## src/rtl/sigmoid_pkg.sv

```systemverilog
// sigmoid_pkg: shared definitions for the sigmoid arbiter slice.
//   - Q-format constants: operands are signed Q6.10, results unsigned Q0.16
//   - arb_state_e: arbiter FSM states
//   - rsp_t: one response entry {id, y} as held in the output FIFO
package sigmoid_pkg;

    localparam int IN_W     = 16;
    localparam int IN_FRAC  = 10;
    localparam int OUT_W    = 16;

    // Widest requester tag (N_REQ up to 16); narrower tags are zero-extended.
    localparam int ID_MAX_W = 4;

    typedef enum logic [1:0] {
        IDLE  = 2'd0,
        RUN   = 2'd1,
        DRAIN = 2'd2
    } arb_state_e;

    typedef struct packed {
        logic [ID_MAX_W-1:0] id;
        logic [OUT_W-1:0]    y;
    } rsp_t;

endpackage

```

## src/rtl/sigmoid_lut.sv

```systemverilog
// sigmoid_lut: sigmoid approximation with a combinational address and a
// registered read (y is valid one cycle after x is presented).
// Uses the PLAN piecewise-linear segments, selected from |x|:
//   |x| <  1.0    : 0.25    * |x| + 0.5
//   |x| <  2.375  : 0.125   * |x| + 0.625
//   |x| <  5.0    : 0.03125 * |x| + 0.84375
//   otherwise     : 1.0 (saturates to 0xFFFF)
// Negative inputs use the symmetry sigmoid(-x) = 1 - sigmoid(x).
// Ports:
//   clk  in   rising-edge clock
//   x    in   operand, signed Q6.10
//   y    out  result, unsigned Q0.16, registered
module sigmoid_lut
    import sigmoid_pkg::*;
(
    input  logic             clk,
    input  logic [IN_W-1:0]  x,
    output logic [OUT_W-1:0] y
);

    // Segment breakpoints in Q6.10 and the shifts that turn a Q6.10
    // magnitude times the segment slope into Q0.16.
    localparam logic [IN_W:0] X_ONE  = (IN_W+1)'(1 << IN_FRAC);
    localparam logic [IN_W:0] X_KNEE = (IN_W+1)'((19 << IN_FRAC) >> 3);
    localparam logic [IN_W:0] X_SAT  = (IN_W+1)'(5 << IN_FRAC);
    localparam int SH_SEG1 = 14 - IN_FRAC;
    localparam int SH_SEG2 = 13 - IN_FRAC;
    localparam int SH_SEG3 = 11 - IN_FRAC;

    logic [IN_W:0] x_abs;
    logic [16:0]   y_pos;
    logic [15:0]   y_next;

    always_comb begin
        // One extra bit so that |-32.0| is representable.
        x_abs = x[IN_W-1] ? (~{1'b1, x} + (IN_W+1)'(1)) : {1'b0, x};

        // Each segment's magnitude bound keeps the shifted value inside 17 bits.
        if (x_abs < X_ONE) begin
            y_pos = 17'(x_abs << SH_SEG1) + 17'd32768;
        end else if (x_abs < X_KNEE) begin
            y_pos = 17'(x_abs << SH_SEG2) + 17'd40960;
        end else if (x_abs < X_SAT) begin
            y_pos = 17'(x_abs << SH_SEG3) + 17'd55296;
        end else begin
            y_pos = 17'd65536;
        end

        // y_pos is at least 0.5 here, so 1 - y_pos never underflows.
        if (!x[IN_W-1]) begin
            y_next = y_pos[16] ? 16'hFFFF : y_pos[15:0];
        end else begin
            y_next = 16'(17'd65536 - y_pos);
        end
    end

    always_ff @(posedge clk) begin
        y <= y_next;
    end

endmodule

```

## src/rtl/sigmoid_arb.sv

```systemverilog
// sigmoid_arb: shares one sigmoid_lut among N_REQ requesters with
// round-robin arbitration and a 2-entry in-order response FIFO.
//
// state | meaning
// ------+---------------------------------------------------------------
// IDLE  | nothing in flight or queued, no grants; waits for en
// RUN   | grants allowed while en=1 and credit is available
// DRAIN | en dropped: no grants, queued results still pop; IDLE when empty
//
// Ports:
//   clk        in   rising-edge clock
//   rst        in   synchronous active-high reset
//   en         in   grant enable; low drains the block
//   req_valid  in   [N_REQ]        per-requester request valid
//   req_ready  out  [N_REQ]        per-requester accept, one-hot or zero
//   req_x      in   [N_REQ*IN_W]   operands, requester i at [i*IN_W +: IN_W]
//   rsp_valid  out  result available
//   rsp_ready  in   consumer accept
//   rsp_id     out  [ID_W]   originating requester
//   rsp_y      out  [OUT_W]  sigmoid result, Q0.16
//   busy       out  high whenever the FSM is not in IDLE
//   stall_cnt  out  [32]         only with SIGMOID_ARB_STATS_EN: saturating
//                                count of RUN cycles with a request but no grant
//   grant_cnt  out  [N_REQ*16]   only with SIGMOID_ARB_STATS_EN: saturating
//                                per-requester accept counters
//
// The LUT implements the package Q formats; IN_W/OUT_W must stay at 16.
module sigmoid_arb
    import sigmoid_pkg::*;
#(
    parameter int N_REQ = 4,
    parameter int IN_W  = 16,
    parameter int OUT_W = 16,
    parameter int ID_W  = $clog2(N_REQ)
) (
    input  logic                  clk,
    input  logic                  rst,
    input  logic                  en,
    input  logic [N_REQ-1:0]      req_valid,
    output logic [N_REQ-1:0]      req_ready,
    input  logic [N_REQ*IN_W-1:0] req_x,
    output logic                  rsp_valid,
    input  logic                  rsp_ready,
    output logic [ID_W-1:0]       rsp_id,
    output logic [OUT_W-1:0]      rsp_y,
    output logic                  busy
`ifdef SIGMOID_ARB_STATS_EN
    ,
    output logic [31:0]           stall_cnt,
    output logic [N_REQ*16-1:0]   grant_cnt
`endif
);

    localparam int             IDX_W   = ID_W + 1;
    localparam logic [ID_W:0]  N_REQ_W = IDX_W'(N_REQ);

    arb_state_e        state;
    arb_state_e        state_next;
    logic [ID_W-1:0]   last_grant;
    logic              inflight;
    logic [ID_W-1:0]   inflight_id;

    logic              grant_found;
    logic [ID_W-1:0]   grant_idx;
    logic              grant_ok;
    logic              grant_any;
    logic [2:0]        credit;

    logic [IN_W-1:0]   lut_x;
    logic [OUT_W-1:0]  lut_y;

    rsp_t              fifo_mem [2];
    logic              fifo_wr_ptr;
    logic              fifo_rd_ptr;
    logic [1:0]        fifo_count;
    rsp_t              fifo_head;
    rsp_t              push_entry;
    logic              push;
    logic              pop;

    // ---------------------------------------------------------------- FSM
    always_ff @(posedge clk) begin
        if (rst) begin
            state <= IDLE;
        end else begin
            state <= state_next;
        end
    end

    always_comb begin
        state_next = state;
        case (state)
            IDLE: begin
                if (en) state_next = RUN;
            end
            RUN: begin
                if (!en) state_next = DRAIN;
            end
            DRAIN: begin
                if (en) begin
                    state_next = RUN;
                end else if (!inflight && (fifo_count == 2'd0)) begin
                    state_next = IDLE;
                end
            end
            default: state_next = IDLE;
        endcase
    end

    assign busy = (state != IDLE);

    // ------------------------------------------------- round-robin picker
    always_comb begin
        logic [ID_W:0] cand;
        grant_found = 1'b0;
        grant_idx   = '0;
        cand        = '0;
        for (int k = 1; k <= N_REQ; k++) begin
            cand = {1'b0, last_grant} + IDX_W'(k);
            if (cand >= N_REQ_W) cand = cand - N_REQ_W;
            if (!grant_found && req_valid[cand[ID_W-1:0]]) begin
                grant_found = 1'b1;
                grant_idx   = cand[ID_W-1:0];
            end
        end
    end

    // Credit counts FIFO slots still free once everything already granted
    // has landed. The pop term lets a full pipeline keep one accept per
    // cycle while the consumer is taking results; it is the only path from
    // rsp_ready to req_ready.
    assign pop      = rsp_valid & rsp_ready;
    assign credit   = 3'd2 + {2'b0, pop} - {2'b0, inflight} - {1'b0, fifo_count};
    assign grant_ok = (state == RUN) && en && (credit != 3'd0);
    assign grant_any = grant_ok && grant_found;

    always_comb begin
        req_ready = '0;
        if (grant_any) req_ready[grant_idx] = 1'b1;
    end

    // ------------------------------------------------------- shared LUT
    always_comb begin
        lut_x = '0;
        for (int i = 0; i < N_REQ; i++) begin
            if (grant_idx == ID_W'(i)) lut_x = req_x[i*IN_W +: IN_W];
        end
    end

    sigmoid_lut u_lut (
        .clk (clk),
        .x   (lut_x),
        .y   (lut_y)
    );

    // The tag travels one cycle alongside the registered LUT read.
    always_ff @(posedge clk) begin
        if (rst) begin
            last_grant  <= ID_W'(N_REQ - 1);
            inflight    <= 1'b0;
            inflight_id <= '0;
        end else begin
            if (grant_any) last_grant <= grant_idx;
            inflight    <= grant_any;
            inflight_id <= grant_idx;
        end
    end

    // -------------------------------------------------- 2-entry out FIFO
    assign push = inflight;

    always_comb begin
        push_entry    = '0;
        push_entry.id = ID_MAX_W'(inflight_id);
        push_entry.y  = lut_y;
    end

    always_ff @(posedge clk) begin
        if (rst) begin
            fifo_mem[0] <= '0;
            fifo_mem[1] <= '0;
            fifo_wr_ptr <= 1'b0;
            fifo_rd_ptr <= 1'b0;
            fifo_count  <= 2'd0;
        end else begin
            if (push) begin
                fifo_mem[fifo_wr_ptr] <= push_entry;
                fifo_wr_ptr           <= ~fifo_wr_ptr;
            end
            if (pop) fifo_rd_ptr <= ~fifo_rd_ptr;
            fifo_count <= fifo_count + {1'b0, push} - {1'b0, pop};
        end
    end

    // The head entry only changes on a pop, so outputs hold under backpressure.
    assign fifo_head = fifo_mem[fifo_rd_ptr];
    assign rsp_valid = (fifo_count != 2'd0);
    assign rsp_id    = rsp_valid ? ID_W'(fifo_head.id) : '0;
    assign rsp_y     = rsp_valid ? fifo_head.y : '0;

    a_fifo_no_overflow: assert property (@(posedge clk) disable iff (rst)
        !(push && !pop && (fifo_count == 2'd2)));

    a_ready_onehot0: assert property (@(posedge clk) disable iff (rst)
        $onehot0(req_ready));

    // -------------------------------------------------------- statistics
`ifdef SIGMOID_ARB_STATS_EN
    always_ff @(posedge clk) begin
        if (rst) begin
            stall_cnt <= '0;
            grant_cnt <= '0;
        end else begin
            if ((state == RUN) && (|req_valid) && !grant_any
                && (stall_cnt != 32'hFFFF_FFFF)) begin
                stall_cnt <= stall_cnt + 32'd1;
            end
            for (int i = 0; i < N_REQ; i++) begin
                if (req_valid[i] && req_ready[i]
                    && (grant_cnt[i*16 +: 16] != 16'hFFFF)) begin
                    grant_cnt[i*16 +: 16] <= grant_cnt[i*16 +: 16] + 16'd1;
                end
            end
        end
    end
`endif

endmodule

```

## config.mk

```make
export PLATFORM = sky130hd
export DESIGN_NAME = sigmoid_arb
export DESIGN_NICKNAME = d
export VERILOG_FILES = /design/src/rtl/sigmoid_pkg.sv /design/src/rtl/sigmoid_lut.sv /design/src/rtl/sigmoid_arb.sv
export SDC_FILE = /design/constraint.sdc
export NUM_CORES = 1
export LEC_CHECK = 0
export ABC_AREA = 1
export BUFFER_PORTS_ARGS = -buffer_cell sky130_fd_sc_hd__clkbuf_2
export CAP_MARGIN = 30
export CORE_ASPECT_RATIO = 1.25
export CORE_MARGIN = 2
export CORE_UTILIZATION = 45
export DETAILED_ROUTE_END_ITERATION = 16
export GPL_ROUTABILITY_DRIVEN = 0
export PLACE_DENSITY = 0.67
export SLEW_MARGIN = 20
export SYNTH_ARGS = -nofsm -noshare
export SYNTH_HDL_FRONTEND = slang
export SYNTH_HIERARCHICAL = 1
export SYNTH_SLANG_ARGS = --single-unit
export TNS_END_PERCENT = 100
```

## constraint.sdc

```tcl
create_clock -name clk -period 10.6 [get_ports clk]
set_clock_uncertainty 0.2 [all_clocks]
set_input_delay 1.59 -clock clk [delete_from_list [all_inputs] [get_ports clk]]
set_output_delay 1.59 -clock clk [all_outputs]
set_load 0.1 [all_outputs]
```

==> metrics <==
Synth Flop Type edfxtp_1; Post-Synthesis Cell Area between 5000 and 6000 sq um; worst-margin pin slew 801 ps; Initial DRT Pass Iterations 5; Post-synth top cells 231 x nand2_1, 103 x nand3_1, 87 x nor2_1; post-CTS sizing 0; Total Die Area 12000 sq um; Final Max Slew Viols 0; worst min-delay path class flop to flop; CTS tree yes; Post-Route WL 12300 um; Final HPWL DP between 9000 and 10000 um; Filler Cells Inserted 1109; max_cap viols 0; Antenna Cells 0; Gate Count Post-Synth ~760; H-Tree Depth 3; yosys warns 6; Seq cells post-synth 64; setup repair bufs after CTS 0; Clock transition at path regs roughly 50 ps; row count between 40 and 50; Die Y 122 um; Worst-Skew Late Latency approximately 320 ps; final-stage net count roughly 920; top post-synthesis cells by area edfxtp_1 21%, nand2_1 17%, dfxtp_1 11%; crit share post-route a little over half; pin count of the biggest net entering global routing 38; total negative slack 0 ps; root buffer cell clkbuf_16; required time worst endpoint 8810 ps; Post-synth EDFFs 36; vias in the first global route 4804; CP max FO 6; Max Clk Rate 173 MHz; asr flop ratio synth 0%; cell with the most instances after synthesis nand2_1; CP Capture Type output pin; Area growth, synth to finish 14.9%; GRT overflow 0; # DRC 0; core box area 11000 sq um; sequential element share of the synthesized area 32.6%; Die Wd 98.6 um; Via Count 5052; CTS Hold Buffers Added 0; initial antenna violation count 0; clock tree buffer depth 2; area share of the largest cell type after synthesis 21.5%; per-cell routed wire length 12.6 um; minimum clock period between 5000 and 6000 ps; relative max-transition margin 46.5%; I/O pins 96; Synthesized Nets 836; Synth cell types 39; GRT Util Overall 20.9%; RSZ-0062 raised after global routing no; critical path class input pin to output pin; final hold vios 0; mean post-synth cell area 6.65 sq um; clock sinks 64; Final Setup Violations 0; Synth area leader edfxtp_1; Port Buf Inserts 95; status finished, final reports clean; Worst Path Arrival 3980 ps; starting density of the core a little under half; drt initial violations 295; share of layout cells above drive strength 1 between 20% and 30%; global-route wire length before repair 20900 um; DRT antenna net count 0; Num CTS Buffers 9; DR vias/cell 5.17; Critical Path Source Type input pin
[kinds of logic after synthesis]
group	share of synthesized area [%]
buf+inv	10.5
simple gates	47.6
compound gates	6.54
xor+xnor	0.870
flops	32.6
fa+ha+maj	1.89
[final timing paths]
kind,endpoint,slack [ps],startpoint,depth (start not counted)
max,req_ready[2],4830,rsp_ready,12
min,flop,250,fifo_rd_ptr$_SDFFE_PP0P_,1
max reg2reg,u_lut/y[15]$_DFF_P_,5450,last_grant[0]$_SDFFE_PP1N_,34
min reg2reg,flop,250,fifo_rd_ptr$_SDFFE_PP0P_,1
[state kept, by name (all words and copies together), names as in the netlist, named ones only]
name	flops
fifo_count	2
fifo_mem	36
fifo_rd_ptr	1
fifo_wr_ptr	1
inflight	1
inflight_id	2
last_grant	2
state	2
u_lut/y	16
[per-stage QoR]
stage	cells	utilization, %	hold slack (ps)	area, sq um	setup WS, ps
floorplan	757	-	226	5030	3870
global placement	960	50.0	237	5490	4360
detailed placement	961	50.1	250	5500	4540
CTS	977	52.7	256	5780	4810
global route	977	52.7	288	5780	4320
finish	977	52.7	254	5780	4830
[cells in the final DEF, fill, tap and decap left out, types with 6 or more instances in the layout]
master / instances
nand2_1: 231
nand3_1: 103
clkbuf_2: 95
nor2_1: 87
inv_1: 77
edfxtp_1: 36
dfxtp_1: 28
a21oi_1: 24
nand2_2: 23
nand4_1: 22
o21ai_0: 20
nand3_2: 11
clkbuf_16: 9
o21ai_1: 9
inv_2: 8
nand2_4: 7
ha_1: 6
nor2_2: 6
[critical path, stage by stage]
cell and delay [ps]:
clkbuf_2 80, nand2_1 60, inv_1 90, fa_1 360, inv_1 60, ha_1 210
nand2_1 60, nor2_1 40, nor4_1 420, nand2_1 260, nor3_1 250, clkbuf_2 490
[per-layer routing]
layer	track usage, %	wire length (um)	vias up
li1	-	-	2608
met3	2.90	402	32
met2	41.0	6610	143
met5	0	0	-
met1	21.9	4950	2269
met4	9.16	384	0
[layout make-up]
| cell class | count | area [sq um] | share of cell area (%) |
|---|---|---|---|
| multi-input cells | 577 | 2860 | 49.5 |
| clock buffers | 12 | 236 | 4.09 |
| flip-flops and latches | 64 | 1640 | 28.4 |
| clock inverters | 4 | 45.0 | 0.779 |
| inverters | 87 | 329 | 5.69 |
| repair buffers | 98 | 498 | 8.62 |
| well taps | 135 | 169 | 2.92 |
Power is left out: the tool's default activity adds up to more than one toggle a clock period on the data nets, which glitch-free logic cannot reach.
